File: src/rtl/hdd_sd_bridge.sv
// Sequences Apple II HDD block-transfer pulses onto the HPS virtual-disk handshake,
// stalling the CPU for the whole transfer and tracking mount/protect state.
module hdd_sd_bridge #(
   parameter logic [23:0] TIMEOUT_CYCLES = 24'd14_318_180
) (
   input  logic        clk_sys,
   input  logic        reset_n,
   input  logic        soft_reset,
   input  logic        hdd_read,
   input  logic        hdd_write,
   input  logic        img_mounted,
   input  logic [63:0] img_size,
   input  logic        img_readonly,
   input  logic        sd_ack,
   output logic        sd_rd,
   output logic        sd_wr,
   output logic        cpu_wait,
   output logic        hdd_mounted,
   output logic        hdd_protect,
   output logic        hdd_error
);

   // state | meaning
   // IDLE  | no transfer; serve pending read first, then pending write
   // REQ   | sd_rd/sd_wr raised, waiting for sd_ack rise
   // XFER  | HPS transferring, waiting for sd_ack fall
   typedef enum logic [1:0] {IDLE, REQ, XFER} state_t;

   state_t      state_q, state_d;
   logic        rd_pend, wr_pend, ack_d, op_wr;
   logic        sd_rd_q, sd_wr_q, cpu_wait_q, mounted_q, protect_q, error_q;
   logic        sd_rd_d, sd_wr_d, cpu_wait_d, error_d, clr_rd, clr_wr;
   logic        start_rd, start_wr, rej_rd, rej_wr, got_ack, done, timeout;
   logic [23:0] tmo;
   logic        rise, fall, tmo_last;

   assign rise     = sd_ack & ~ack_d;
   assign fall     = ~sd_ack & ack_d;
   assign tmo_last = (tmo == 24'd1);

   always_ff @(posedge clk_sys or negedge reset_n) begin
      if (!reset_n)        state_q <= IDLE;
      else if (soft_reset) state_q <= IDLE;
      else                 state_q <= state_d;
   end

   always_comb begin
      state_d  = state_q;
      start_rd = 1'b0;
      start_wr = 1'b0;
      rej_rd   = 1'b0;
      rej_wr   = 1'b0;
      got_ack  = 1'b0;
      done     = 1'b0;
      timeout  = 1'b0;
      case (state_q)
         IDLE: begin
            if (rd_pend && !mounted_q) begin
               rej_rd = 1'b1;
            end else if (rd_pend) begin
               start_rd = 1'b1;
               state_d  = REQ;
            end else if (wr_pend && (!mounted_q || protect_q)) begin
               rej_wr = 1'b1;
            end else if (wr_pend) begin
               start_wr = 1'b1;
               state_d  = REQ;
            end
         end
         REQ: begin
            if (tmo_last) begin
               timeout = 1'b1;
               state_d = IDLE;
            end else if (rise) begin
               got_ack = 1'b1;
               state_d = XFER;
            end
         end
         XFER: begin
            // a fall on the last budget cycle still counts as a completed transfer
            if (fall) begin
               done    = 1'b1;
               state_d = IDLE;
            end else if (tmo_last) begin
               timeout = 1'b1;
               state_d = IDLE;
            end
         end
         default: state_d = IDLE;
      endcase
   end

   always_comb begin
      sd_rd_d    = sd_rd_q;
      sd_wr_d    = sd_wr_q;
      cpu_wait_d = cpu_wait_q;
      error_d    = error_q;
      clr_rd     = rej_rd | ((got_ack | timeout) & ~op_wr);
      clr_wr     = rej_wr | ((got_ack | timeout) & op_wr);
      if (start_rd || start_wr) begin
         sd_rd_d    = start_rd;
         sd_wr_d    = start_wr;
         cpu_wait_d = 1'b1;
         error_d    = 1'b0;
      end
      if (rej_rd || rej_wr) error_d = 1'b1;
      if (got_ack) begin
         sd_rd_d = 1'b0;
         sd_wr_d = 1'b0;
      end
      if (done) cpu_wait_d = 1'b0;
      if (timeout) begin
         sd_rd_d    = 1'b0;
         sd_wr_d    = 1'b0;
         cpu_wait_d = 1'b0;
         error_d    = 1'b1;
      end
   end

   always_ff @(posedge clk_sys or negedge reset_n) begin
      if (!reset_n) begin
         rd_pend    <= 1'b0;
         wr_pend    <= 1'b0;
         ack_d      <= 1'b0;
         op_wr      <= 1'b0;
         sd_rd_q    <= 1'b0;
         sd_wr_q    <= 1'b0;
         cpu_wait_q <= 1'b0;
         mounted_q  <= 1'b0;
         protect_q  <= 1'b0;
         error_q    <= 1'b0;
         tmo        <= 24'd0;
      end else begin
         ack_d <= sd_ack;
         if (img_mounted) begin
            mounted_q <= |img_size;
            protect_q <= img_readonly;
         end
         if (soft_reset) begin
            rd_pend    <= 1'b0;
            wr_pend    <= 1'b0;
            op_wr      <= 1'b0;
            sd_rd_q    <= 1'b0;
            sd_wr_q    <= 1'b0;
            cpu_wait_q <= 1'b0;
            error_q    <= 1'b0;
            tmo        <= 24'd0;
         end else begin
            // a new pulse wins over a same-cycle clear of its flag
            rd_pend    <= hdd_read | (rd_pend & ~clr_rd);
            wr_pend    <= hdd_write | (wr_pend & ~clr_wr);
            sd_rd_q    <= sd_rd_d;
            sd_wr_q    <= sd_wr_d;
            cpu_wait_q <= cpu_wait_d;
            error_q    <= error_d;
            if (start_rd || start_wr) begin
               tmo   <= TIMEOUT_CYCLES;
               op_wr <= start_wr;
            end else if (state_q != IDLE && tmo != 24'd0) begin
               tmo <= tmo - 24'd1;
            end
         end
      end
   end

   always_comb begin
      sd_rd       = sd_rd_q;
      sd_wr       = sd_wr_q;
      cpu_wait    = cpu_wait_q;
      hdd_mounted = mounted_q;
      hdd_protect = protect_q;
      hdd_error   = error_q;
   end

endmodule
File: config.mk
export PLATFORM = sky130hd
export DESIGN_NAME = hdd_sd_bridge
export DESIGN_NICKNAME = d
export VERILOG_FILES = /design/src/rtl/hdd_sd_bridge.sv
export SDC_FILE = /design/constraint.sdc
export NUM_CORES = 1
export LEC_CHECK = 0
export BUFFER_PORTS_ARGS = -buffer_cell sky130_fd_sc_hd__buf_2
export CAP_MARGIN = 20
export CORE_MARGIN = 3
export CORE_UTILIZATION = 50
export CTS_CLUSTER_DIAMETER = 120
export CTS_CLUSTER_SIZE = 8
export DETAILED_ROUTE_END_ITERATION = 6
export PLACE_DENSITY_LB_ADDON = 0.08
export SYNTH_ARGS = -nofsm -noshare
export SYNTH_HDL_FRONTEND = slang
export SYNTH_SLANG_ARGS = --single-unit
File: constraint.sdc
create_clock -name clk_sys -period 2.28 [get_ports clk_sys]
set_input_delay 0.456 -clock clk_sys [delete_from_list [all_inputs] [get_ports clk_sys]]
set_output_delay 0.456 -clock clk_sys [all_outputs]
set_load 0.1 [all_outputs]
# Yosys cells after proc, flatten, opt, wreduce, memory -nomap -nowiden
# Index checks and enable logic that the tools add are counted.
# classes
add_sub_neg	1
n_eq_ne	8
n_mux	54
n_bitwise	16
reduce_logical	17
# op_table
cell	count
24-bit two-way mux	3
64-bit OR reduction	1
1-bit two-way mux	40
24-bit by 1-bit equality test with 1-bit output, second input constant	1
24-bit nonzero test	1
24-bit by 1-bit subtractor with 24-bit output, second input constant	1
2-bit two-way mux	9
4-bit inequality test, second input constant	4
4-bit nonzero test	3
1-bit bitwise AND	6
2-bit one-hot mux with 3 select lines	1
1-bit NOT	5
1-bit OR	5
5-bit AND reduction	1
2-bit nonzero test	2
1-bit logical AND	3
1-bit logical OR	3
3-bit inequality test, second input constant	1
3-bit nonzero test	1
2-bit by 1-bit equality test with 1-bit output, second input constant	1
2-bit equality test, second input constant	1
2-bit zero test	1
1-bit one-hot mux with 2 select lines	1
1-bit zero test	1
# totals
ff_bits	36
in_bits	72
output_inout_bits	6
wordCells	108

# Logic depth before layout (Yosys ltp)
# Gate-level depths: netlist of the first run.
# logic_depth
depth_word	12
depth_mapped	8
ltp_nobuf	7

# Worst setup path before layout of the first run
# No wires, ideal clock.
# synth_path
kind	flip-flop to flip-flop
startpoint	reg mounted_q (netlist: hdd_mounted)
endpoint	reg cpu_wait_q (netlist: cpu_wait)
setup_time_ns	0.125
arrival_ns	1.937
required_ns	2.155
slack_ns	0.218
path_stages_with_launch	6
synth_period_minus_slack_ns	2.062
cell_sequence	dfrtp_1 > buf_4 > o211a_1 > clkbuf_1 > nor2_1 > a2111oi_0
# synth_between
elab_chain_len	9
word_cells_on_any_way	12
# synth_rtl
item	line	source
start, declared	31	logic sd_rd_q, sd_wr_q, cpu_wait_q, mounted_q, protect_q, error_q;
start signal, assigned	136	mounted_q <= |img_size;
1-bit zero test *	58, 63	
1-bit logical OR	63	end else if (wr_pend && (!mounted_q || protect_q)) begin
1-bit logical AND	63	
1-bit two-way mux	63	
1-bit two-way mux	60	end else if (rd_pend) begin
1-bit two-way mux	58	if (rd_pend && !mounted_q) begin
1-bit two-way mux	56	case (state_q)
1-bit logical OR *	100	if (start_rd || start_wr) begin
4-bit nonzero test (no source line) *	-	
end signal, assigned	154	cpu_wait_q <= cpu_wait_d;
end, declared	31	
# Mark *: on every way between the ends. The rest lies on a longest branch, timed or not.
# A chain may end at the register's enable or synchronous reset.

# Worst setup path in the final report of the first run
# layout_path
startpoint	reg tmo[1]
endpoint	reg tmo[22]
# layout_between
elab_chain_len	4
word_cells_on_any_way	7
# layout_rtl
item	line	source
start, declared	34	logic [23:0] tmo;
start signal, assigned	160	tmo <= tmo - 24'd1;
24-bit by 1-bit subtractor with 24-bit output	160	
24-bit two-way mux	159	end else if (state_q != IDLE && tmo != 24'd0) begin
24-bit two-way mux	156	if (start_rd || start_wr) begin
24-bit two-way mux	139	if (soft_reset) begin
# Parallel ways exist; a longest one is shown, timed or not. The select of a mux whose other input is x is not followed.

==> results of run 1 <==
logic make-up (layout without fill, tap and decap cells):
kind of cell	Yosys count	in the layout
AND/OR/NAND/NOR	107	107
adder cells (fa/ha/maj)	6	6
buffers and inverters	20	104
flip-flops	36	36
multiplexers	2	2
XOR/XNOR	6	6
AO/OA/AOI/OAI	59	59
what timing repair did:
item | CTS | global route
gates resized for setup | 0 | 2
hold endpoints to repair | 0 | 0
buffers inserted | 0 | 1
setup endpoints to repair | 0 | 6
metal layers:
layer | part of all wire (%) | vias up
li1 | - | 1087
met1 | 44 | 1064
met2 | 49 | 63
met3 | 5.2 | 15
met4 | 1.9 | 0
met5 | 0 | -
cells in the final DEF (no fill, tap or decap), drive strengths merged, types with 3 or more instances in the layout:
cell type	instances
o31ai	4
nand2	6
nor4b	3
xor2	5
buf	86
nand3	6
o41ai	4
nor2	23
nor3	13
o21ai	10
nand4	5
a21oi	9
ha	6
a31oi	5
dfrtp	36
clkbuf	6
or3	6
inv	11
a311oi	5
o211ai	5
nor4	23
nand2b	3
or4	5
power by group through the flow:
| stage | Clock, mW | Sequential [mW] | Combinational, mW |
|---|---|---|---|
| finish | 0.431 | 0.879 | 1.11 |
| global route | 0.465 | 0.896 | 1.22 |
| CTS | 0.444 | 0.875 | 1.09 |
| detailed placement | 0 | 0.886 | 1.08 |
| global placement | 0 | 0.884 | 1.07 |
| floorplan | 0 | 0.946 | 0.734 |
path summary, 6_finish.rpt:
check | cells after the start | startpoint | slack, ns | end
worst max-delay path | 7 | tmo[1]$_DFFE_PN0P_ | 0.19 | tmo[22]$_DFFE_PN0P_
worst min-delay path | 1 | reset_n | 0.24 | tmo[16]$_DFFE_PN0P_
worst max register to register | 7 | tmo[1]$_DFFE_PN0P_ | 0.19 | tmo[22]$_DFFE_PN0P_
worst min register to register | 1 | tmo[14]$_DFFE_PN0P_ | 0.55 | tmo[14]$_DFFE_PN0P_
max in group asynchronous | 1 | reset_n | 1.52 | tmo[1]$_DFFE_PN0P_
min in group clk_sys | 1 | sd_ack | 0.31 | ack_d$_DFF_PN0_
area by class of cell:
| cell class | instances | area share, % |
|---|---|---|
| Inverter | 11 | 1.47 |
| Clock buffer | 6 | 2.59 |
| Timing Repair Buffer | 86 | 16.1 |
| Tap cell | 50 | 2.23 |
| Clock inverter | 1 | 0.178 |
| Sequential cell | 36 | 32.1 |
| Multi-Input combinational cell | 180 | 45.3 |
worst max-delay path, stage by stage, from the launching register on:
cell,delay (ns)
dfrtp_1,0.39
inv_1,0.12
ha_1,0.20
or3b_1,0.44
nor2_2,0.12
o21ai_2,0.11
or4_1,0.48
a31oi_1,0.17
registers in the layout (all words and copies together) (netlist names):
register / count
state_q: 2
ack_d: 1
hdd_protect: 1
op_wr: 1
hdd_error: 1
sd_rd: 1
sd_wr: 1
rd_pend: 1
cpu_wait: 1
tmo: 24
wr_pend: 1
hdd_mounted: 1
stage by stage:
step	worst slack [ns]	power, mW
after floorplan	0.218	1.68
after global placement	0.213	1.95
after detailed placement	0.156	1.97
after CTS	0.164	2.40
after global routing	0.00230	2.58
final	0.188	2.42
==> summary.md, run 1 <==
| Metric | Value |
|---|---|
| Sequential power share | `36.4%` |
| Multi-input logic area | `1270 um^2` |
| Cell accounting for the most synthesized area | `dfrtp_1` |
| Vias in the first global route | `2,206` |
| Area Overhead vs Synth | `23.5%` |
| Register area | `901 um^2` |
| Req. time, crit path | `2.50 ns` |
| Slew Limit Fails | `0` |
| Detailed placement HPWL | `4600 um` |
| P_sw | `1.01 mW` |
| Row Count | `23` |
| Worst slew margin | `47.2%` |
| Met3 usage | `4.65%` |
| ANT nets after route | `0` |
| Starting Density | `54.1%` |
| Synth warn | `0` |
| Most common cell in the netlist | `dfrtp_1` |
| Cell Int Power | `1.40 mW` |
| Switching portion of total power | `42.0%` |
| Final-layout fill cell count | `347` |
| Sequential share of the synthesized area | `39.7%` |
| Gate power share | `45.8%` |
| Die area | `5390 um^2` |
| Worst Tran Pin Value | `0.791 ns` |
| Mapped cell area | `2270 um^2` |
| Highest Clock Rate | `478 MHz` |
| Clock tree root buffer cell | `clkbuf_8` |
| Area contributors post-synth | `dfrtp_1 40%, nor4_1 6.1%, nor2_1 3.6%` |
| CP endpoint kind | `flop` |
| Maxcap violations | `0` |
| Top Usage Layer GRT | `met2` |
| CTS tree | `built` |
| Clk pin slew, worst setup/hold paths | `0.07 ns` |
| Avg Inst Size Synth | `9.62 um^2` |
| Synthesized Nets | `314` |
| Share of layout cells above drive strength 1 | `34.7%` |
| Class of the worst hold path | `input pin to async pin` |
| GPL Wtd Cong | `0.856` |
| Distinct cell type count after synthesis | `62` |
| CP Max Fanout | `8` |
| Area after DPL | `2710 um^2` |
| Pwr dens | `862 nW/um^2` |
| Count of input and output buffers | `77` |
| Antenna cells | `0` |
| Routed vias/inst | `6.02` |
| EDFF count, synth | `0` |
| Fin util | `66.8%` |
| Largest net degree at the start of global routing | `37` |
| Simple-Gate Fraction of Synth Area | `29.4%` |
| Grt total ovfl | `0` |
| Global Route met2 Usage | `39.3%` |
| # H-tree levels | `2` |
| Placed cell count | `362` |
| CTS Buf Count | `5` |
| #FFs+latches synth | `36` |
| Hold buffers post-CTS | `0` |
| VDD IR max | `0.000477 V` |
| Die height | `73.4 um` |
| Final period util | `91.8%` |
| Global-route wire length before repair | `9890 um` |
| Critical Path AT | `2.31 ns` |
| Met1 Usage GRT | `29.5%` |
| Routed vias | `2,229` |
| Antenna violations before repair | `0` |
| First-pass DRT Iterations | `4` |
| Synth Area in XOR/XNOR | `2.31%` |
| Final setup vio count | `0` |
| Synth Area in Compound Gates | `19.7%` |
| Synth Flop Type | `dfrtp_1` |
| WHS | `0.243 ns` |
| RSZ-0062 raised after global routing | `false` |
| Minimum clock period | `2.09 ns` |
| Largest family of logic cells by synthesized area | `simple AND/OR/NAND/NOR gates` |
| Drt wl/cell | `16.1 um` |
| Post-synthesis adder-cell area fraction | `3.31%` |
| Layout net count | `398` |
| Non-Filler Instances | `370` |
| DIE WIDTH | `73.4 um` |
| Gr usage total | `23.3%` |
| Clock skew | `0.0103 ns` |
| Setup CP Type | `flop to flop` |
| Drt drc | `0` |
| Fin area | `2810 um^2` |
| Initial DRC count | `113` |
| Io pins | `78` |
| Share of the synthesized area in the top cell type | `39.7%` |
| Mux cell area share after synthesis | `0.882%` |
| Total negative slack | `0 ns` |
| Status | `complete, no violations` |
| Core Footprint | `4200 um^2` |
| Routed WL | `5950 um` |
| Pleak | `1.27 nW` |
| Ys async rst share | `100%` |
| Clock Latency Late Sink | `0.29 ns` |
| Longest Clk Path Bufs | `2` |
| Clock sink count | `36` |
| Commonest cells post-synth | `36 x dfrtp_1, 22 x nor2_1, 22 x nor4_1` |
| Clock power frac | `17.8%` |
| Cells after Synth | `236` |
| Final hold vios | `0` |
| Critical Path Source Type | `flop` |
Power figures use the tool's default switching activity.
==> run 2: changes to the inputs <==
--- a/config.mk
+++ b/config.mk
@@ -12,6 +12,7 @@
 export CTS_CLUSTER_DIAMETER = 120
 export CTS_CLUSTER_SIZE = 8
 export DETAILED_ROUTE_END_ITERATION = 6
+export GPL_TIMING_DRIVEN = 0
 export PLACE_DENSITY_LB_ADDON = 0.08
 export SYNTH_ARGS = -nofsm -noshare
 export SYNTH_HDL_FRONTEND = slang
==> summary.md, run 2 (synthesis gave the netlist of run 1 again) <==
| Metric | Value |
|---|---|
| Final period util | `96.9% (+5.1 points)` |
| Multi-input logic area | `1290 um^2 (+1.4%)` |
| Overall power | `2.55 mW (+5.6%)` |
| Clock power frac | `21.8% (+4.0 points)` |
| Clock tree root buffer cell | `clkbuf_8` |
| Class of the worst hold path | `input pin to async pin` |
| Share of layout cells above drive strength 1 | `35.1% (+0.41 points)` |
| Pre-CTS WS | `0.0379 ns (-0.118 ns)` |
| Global-route wire length before repair | `10,200 um (+2.9%)` |
| CP Max Fanout | `8 (unchanged)` |
| Count of input and output buffers | `77 (unchanged)` |
| Highest Clock Rate | `453 MHz (-5.3%)` |
| Die area | `5390 um^2 (unchanged)` |
| Largest net degree at the start of global routing | `37 (unchanged)` |
| Clock skew | `0.00714 ns (-0.00316 ns)` |
| Die height | `73.4 um (unchanged)` |
| Setup CP Type | `flop to flop` |
| Row Count | `23 (unchanged)` |
| Crit path largest cell delay | `0.50 ns (+0.02 ns)` |
| Crit-path cells | `inv_1 -> ha_1 -> or3b_4 -> nor2_1 -> o21ai_2 -> or4_1 -> a31oi_2` |
| Antenna violations before repair | `0 (unchanged)` |
| Crit path max-delay family | `simple AND/OR/NAND/NOR gates` |
| CP max stage cell | `or4_1` |
| First-pass DRT Iterations | `4 (unchanged)` |
| Status | `complete, no violations` |
| Critical Path AT | `2.41 ns (+0.10 ns)` |
| Starting Density | `54.1% (unchanged)` |
| Routed WL | `6140 um (+3.3%)` |
| Pwr dens | `892 nW/um^2 (+3.5%)` |
| Layout net count | `399 (+0.25%)` |
| RSZ-0062 raised after global routing | `true` |
| Gate power share | `43.6% (-2.2 points)` |
| Cell Int Power | `1.52 mW (+8.1%)` |
| Largest Register | `tmo` |
| Slew Limit Fails | `0 (unchanged)` |
| Minimum clock period | `2.21 ns (+0.117 ns)` |
| Drt drc | `0 (unchanged)` |
| Routed vias/inst | `5.98 (-0.81%)` |
| Fin util | `68.1% (+1.3 points)` |
| Drt wl/cell | `16.5 um (+2.7%)` |
| Final-layout fill cell count | `347 (unchanged)` |
| Pleak | `1.28 nW (+1.1%)` |
| Largest registers | `tmo (24), state_q (2)` |
| Vias in the first global route | `2,285 (+3.6%)` |
| Hold buffers post-CTS | `0 (unchanged)` |
| Clock sink count | `36 (unchanged)` |
| Io pins | `78 (unchanged)` |
| Final hold vios | `0 (unchanged)` |
| VDD IR max | `0.000549 V (+15%)` |
| # H-tree levels | `2 (unchanged)` |
| Gr usage total | `24.5% (+1.2 points)` |
| Register area | `902 um^2 (+0.14%)` |
| Clk pin slew, worst setup/hold paths | `0.08 ns (about the same)` |
| P_sw | `1.03 mW (+2.0%)` |
| CP endpoint kind | `flop` |
| Max reg flops | `24 (unchanged)` |
| CTS tree | `built` |
| Most common cell after layout, fill and taps aside | `buf_2` |
| GPL Wtd Cong | `0.821 (-4.0%)` |
| Worst slew margin | `46.3% (-0.90 points)` |
| Final setup vio count | `0 (unchanged)` |
| ANT nets after route | `0 (unchanged)` |
| Switching portion of total power | `40.5% (-1.4 points)` |
| Worst Tran Pin Value | `0.805 ns (+0.0136 ns)` |
| Detailed placement HPWL | `4660 um (+1.5%)` |
| Routed vias | `2,223 (-0.27%)` |
| CP Buf/Inv Count | `1 (unchanged)` |
| Critical Path Source Type | `flop` |
| Antenna cells | `0 (unchanged)` |
| Grt total ovfl | `0 (unchanged)` |
| Longest Clk Path Bufs | `2 (unchanged)` |
| Core Footprint | `4200 um^2 (unchanged)` |
| CTS Buf Count | `5 (unchanged)` |
| Initial DRC count | `134 (+19%)` |
| Maxcap violations | `0 (unchanged)` |
| DIE WIDTH | `73.4 um (unchanged)` |
| Req. time, crit path | `2.48 ns (-0.02 ns)` |
| Sequential power share | `34.6% (-1.8 points)` |
| Clock Latency Late Sink | `0.29 ns (about the same)` |
| Most frequent cells in the layout | `77 x buf_2, 35 x dfrtp_1, 22 x nor2_1, 21 x nor4_1` |
| Area Overhead vs Synth | `26.0%` |
| Setup ws final | `0.0711 ns (-0.117 ns)` |
[run 2: layout make-up]
cell class | count | share of cell area [%]
Buffer | 9 | 2.36
Clock buffer | 6 | 2.54
Clock inverter | 2 | 1.22
Inverter | 11 | 1.44
Multi-Input combinational cell | 180 | 45.0
Sequential cell | 36 | 31.5
Tap cell | 50 | 2.19
Timing Repair Buffer | 78 | 13.7
[run 2: worst register-to-register path, cell delays in order (launching register included)]
cell and delay (ns):
dfrtp_2 0.44, inv_1 0.09, ha_1 0.20, or3b_4 0.43, nor2_1 0.13, o21ai_2 0.14, or4_1 0.50, a31oi_2 0.19
[run 2: timing repair]
| action | CTS | global route |
|---|---|---|
| endpoints found under the setup margin | 0 | 24 |
| gates resized for setup | 0 | 6 |
| buffers inserted | 0 | 1 |
[run 2: power groups by stage]
stage	logic [mW]	registers [mW]	clock network, mW
after global routing	1.22	0.904	0.592
after detailed placement	1.07	0.886	0
after floorplan	0.734	0.946	0
after global placement	1.06	0.879	0
after CTS	1.08	0.874	0.568
final	1.11	0.883	0.557
[run 2: layer usage]
metal,track usage (%),routed length [um],vias up
met5,0,0,-
met4,10.1,112,0
met3,5.20,290,12
met2,41.6,3120,60
met1,30.2,2620,1061
li1,-,-,1090
[run 2: worst paths after layout]
path                       cells after the start           startpoint                   to  slack (ns)
setup / recovery                               7   tmo[0]$_DFFE_PN0P_  tmo[22]$_DFFE_PN0P_        0.07
hold / removal                                 1              reset_n  tmo[15]$_DFFE_PN0P_        0.25
setup reg to reg                               7   tmo[0]$_DFFE_PN0P_  tmo[22]$_DFFE_PN0P_        0.07
hold reg to reg                                1  tmo[14]$_DFFE_PN0P_  tmo[14]$_DFFE_PN0P_        0.56
max in group asynchronous                      1              reset_n   tmo[0]$_DFFE_PN0P_        1.47
min in group clk_sys                           1               sd_ack      ack_d$_DFF_PN0_        0.31
[run 2: metrics by stage]
| stage | cells | setup TNS [ns] | instance area [um^2] | hold WS [ns] |
|---|---|---|---|---|
| 4_1_cts | 371 | 0 | 2830 | 0.274 |
| 5_1_grt | 372 | -0.0296 | 2860 | 0.304 |
| 3_3_place_gp | 363 | 0 | 2720 | 0.515 |
| 2_1_floorplan | 236 | 0 | 2270 | 0.160 |
| 6_report | 372 | 0 | 2860 | 0.253 |
| 3_5_place_dp | 363 | 0 | 2720 | 0.540 |
==> run 3: changes to the inputs <==
--- a/config.mk
+++ b/config.mk
@@ -5,13 +5,14 @@
 export SDC_FILE = /design/constraint.sdc
 export NUM_CORES = 1
 export LEC_CHECK = 0
-export BUFFER_PORTS_ARGS = -buffer_cell sky130_fd_sc_hd__buf_2
 export CAP_MARGIN = 20
+export CORE_ASPECT_RATIO = 1.2
 export CORE_MARGIN = 3
-export CORE_UTILIZATION = 50
+export CORE_UTILIZATION = 55
 export CTS_CLUSTER_DIAMETER = 120
 export CTS_CLUSTER_SIZE = 8
 export DETAILED_ROUTE_END_ITERATION = 6
+export DONT_BUFFER_PORTS = 1
 export GPL_TIMING_DRIVEN = 0
 export PLACE_DENSITY_LB_ADDON = 0.08
 export SYNTH_ARGS = -nofsm -noshare
==> summary.md, run 3 (synthesis gave the netlist of run 1 again) <==
| Metric | Value |
|---|---|
| Drt wl/cell | `21.3 um (+29%)` |
| Highest Clock Rate | `451 MHz (-0.30%)` |
| Row Count | `24 (+4.3%)` |
| Maxcap violations | `0 (unchanged)` |
| Most common cell after layout, fill and taps aside | `dfrtp_1` |
| Gate power share | `41.1% (-2.5 points)` |
| Area Overhead vs Synth | `11.4%` |
| Count of input and output buffers | `0 (-100%)` |
| DIE WIDTH | `64.7 um (-12%)` |
| Total negative slack | `0 ns (unchanged)` |
| Setup CP Type | `flop to flop` |
| Pleak | `0.996 nW (-22%)` |
| Drt drc | `0 (unchanged)` |
| Detailed placement HPWL | `4640 um (-0.60%)` |
| P_sw | `1.06 mW (+2.7%)` |
| Final setup vio count | `0 (unchanged)` |
| Worst Tran Pin Value | `0.902 ns (+0.0967 ns)` |
| Clock skew | `0.00498 ns (-0.00217 ns)` |
| Longest Clk Path Bufs | `2 (unchanged)` |
| Routed WL | `6310 um (+2.8%)` |
| Pwr dens | `980 nW/um^2 (+9.9%)` |
| Slew Limit Fails | `0 (unchanged)` |
| GPL Wtd Cong | `0.898 (+9.3%)` |
| Largest net degree at the start of global routing | `37 (unchanged)` |
| Cell Int Power | `1.42 mW (-6.7%)` |
| Gr usage total | `25.4% (+0.83 points)` |
| Antenna violations before repair | `0 (unchanged)` |
| Clock sink count | `36 (unchanged)` |
| VDD IR max | `0.000560 V (+2.0%)` |
| Largest registers | `tmo (24), state_q (2)` |
| CTS Buf Count | `5 (unchanged)` |
| Sequential power share | `39.9% (+5.3 points)` |
| Hold Startpoint | `sd_ack` |
| Worst r2r src | `tmo[0]$_DFFE_PN0P_` |
| Largest Register | `tmo` |
| Initial DRC count | `192 (+43%)` |
| Starting Density | `59.5% (+5.5 points)` |
| Switching portion of total power | `42.9% (+2.3 points)` |
| Vias in the first global route | `2,016 (-12%)` |
| Grt total ovfl | `0 (unchanged)` |
| Clk pin slew, worst setup/hold paths | `0.07 ns (about the same)` |
| Die area | `4940 um^2 (-8.3%)` |
| Status | `complete, no violations` |
| Worst slew margin | `39.9% (-6.4 points)` |
| Req. time, crit path | `2.48 ns (about the same)` |
| Io pins | `78 (unchanged)` |
| First-pass DRT Iterations | `7 (+3)` |
| Most frequent cells in the layout | `34 x dfrtp_1, 21 x nor2_1, 20 x nor4_1, 10 x inv_1, 10 x nor3_1` |
| CP Max Fanout | `8 (unchanged)` |
| WHS | `0.195 ns (-0.0581 ns)` |
| Routed vias | `2,084 (-6.3%)` |
| Clock power frac | `19.0% (-2.8 points)` |
| Final period util | `97.2% (+0.29 points)` |
| Crit. Startpoint | `tmo[0]$_DFFE_PN0P_` |
| Routed vias/inst | `7.02 (+17%)` |
| Setup repair bufs after CTS | `0 (unchanged)` |
| Minimum clock period | `2.22 ns (+0.00663 ns)` |
| Core Footprint | `3810 um^2 (-9.2%)` |
| Class of the worst hold path | `input pin to flop` |
| CP endpoint kind | `flop` |
| Share of layout cells above drive strength 1 | `16.3% (-19 points)` |
| ANT nets after route | `0 (unchanged)` |
| CTS tree | `built` |
| Antenna cells | `0 (unchanged)` |
| # H-tree levels | `2 (unchanged)` |
| Max reg flops | `24 (unchanged)` |
| Clock Latency Late Sink | `0.29 ns (about the same)` |
| Critical Path AT | `2.41 ns (about the same)` |
| Die height | `76.4 um (+4.1%)` |
| Layout net count | `322 (-19%)` |
| Clock tree root buffer cell | `clkbuf_8` |
| Global-route wire length before repair | `9920 um (-2.5%)` |
| Final hold vios | `0 (unchanged)` |
| Critical Path Source Type | `flop` |
## run 3: layout make-up
class | count | area [um^2]
inverters | 11 | 41.3
plain buffers | 8 | 63.8
clock buffers | 8 | 90.1
well taps | 52 | 65.1
fillers | 335 | 1280
repair buffers | 2 | 30.0
flip-flops and latches | 36 | 906
multi-input cells | 180 | 1330
## run 3: critical path: stages (launching register included)
cell	delay (ns)
dfrtp_1	0.45
inv_1	0.11
ha_2	0.19
or3b_4	0.42
nor2_2	0.15
o21ai_4	0.12
or4_1	0.49
a31oi_1	0.20
## run 3: power groups by stage
stage                     registers, mW  clock network (mW)  logic (mW)
after floorplan                   0.946                   0       0.734
after global placement            0.967                   0       0.873
after detailed placement          0.979                   0       0.916
after CTS                         0.969               0.480       0.945
after global routing               1.00               0.507        1.11
final                             0.988               0.472        1.02
## run 3: worst paths after layout
| check | to | slack [ns] | cells past startpoint |
|---|---|---|---|
| max | tmo[22]$_DFFE_PN0P_ | 0.06 | 7 |
| min | ack_d$_DFF_PN0_ | 0.19 | 0 |
| max reg2reg | tmo[22]$_DFFE_PN0P_ | 0.06 | 7 |
| min reg2reg | tmo[14]$_DFFE_PN0P_ | 0.55 | 1 |
| max in group asynchronous | hdd_protect$_DFFE_PN0P_ | 1.44 | 2 |
| min in group asynchronous | tmo[9]$_DFFE_PN0P_ | 0.62 | 2 |
## run 3: timing repair
item,CTS,global route
endpoints found under the hold margin,36,8
pin swaps,0,1
gates resized for setup,4,13
endpoints found under the setup margin,19,8
hold buffers,1,1
## run 3: routing by layer
| layer | wire, um | vias up | global-route usage (%) |
|---|---|---|---|
| met2 | 3280 | 79 | 43.5 |
| met4 | 78 | 0 | 5.92 |
| met1 | 2630 | 1054 | 32.7 |
| met3 | 327 | 8 | 4.87 |
| li1 | - | 943 | - |
| met5 | 0 | - | 0 |
## run 3: per-stage QoR
| step | std cells | area [um^2] | power, mW | utilization, % | setup slack, ns |
|---|---|---|---|---|---|
| 2_1_floorplan | 236 | 2270 | 1.68 | - | 0.218 |
| 3_3_place_gp | 288 | 2340 | 1.84 | 61.3 | -0.132 |
| 3_5_place_dp | 288 | 2340 | 1.89 | 61.3 | -0.200 |
| 4_1_cts | 297 | 2460 | 2.39 | 64.5 | 0.0216 |
| 5_1_grt | 297 | 2530 | 2.61 | 66.3 | -0.00976 |
| 6_report | 297 | 2530 | 2.48 | 66.3 | 0.0645 |
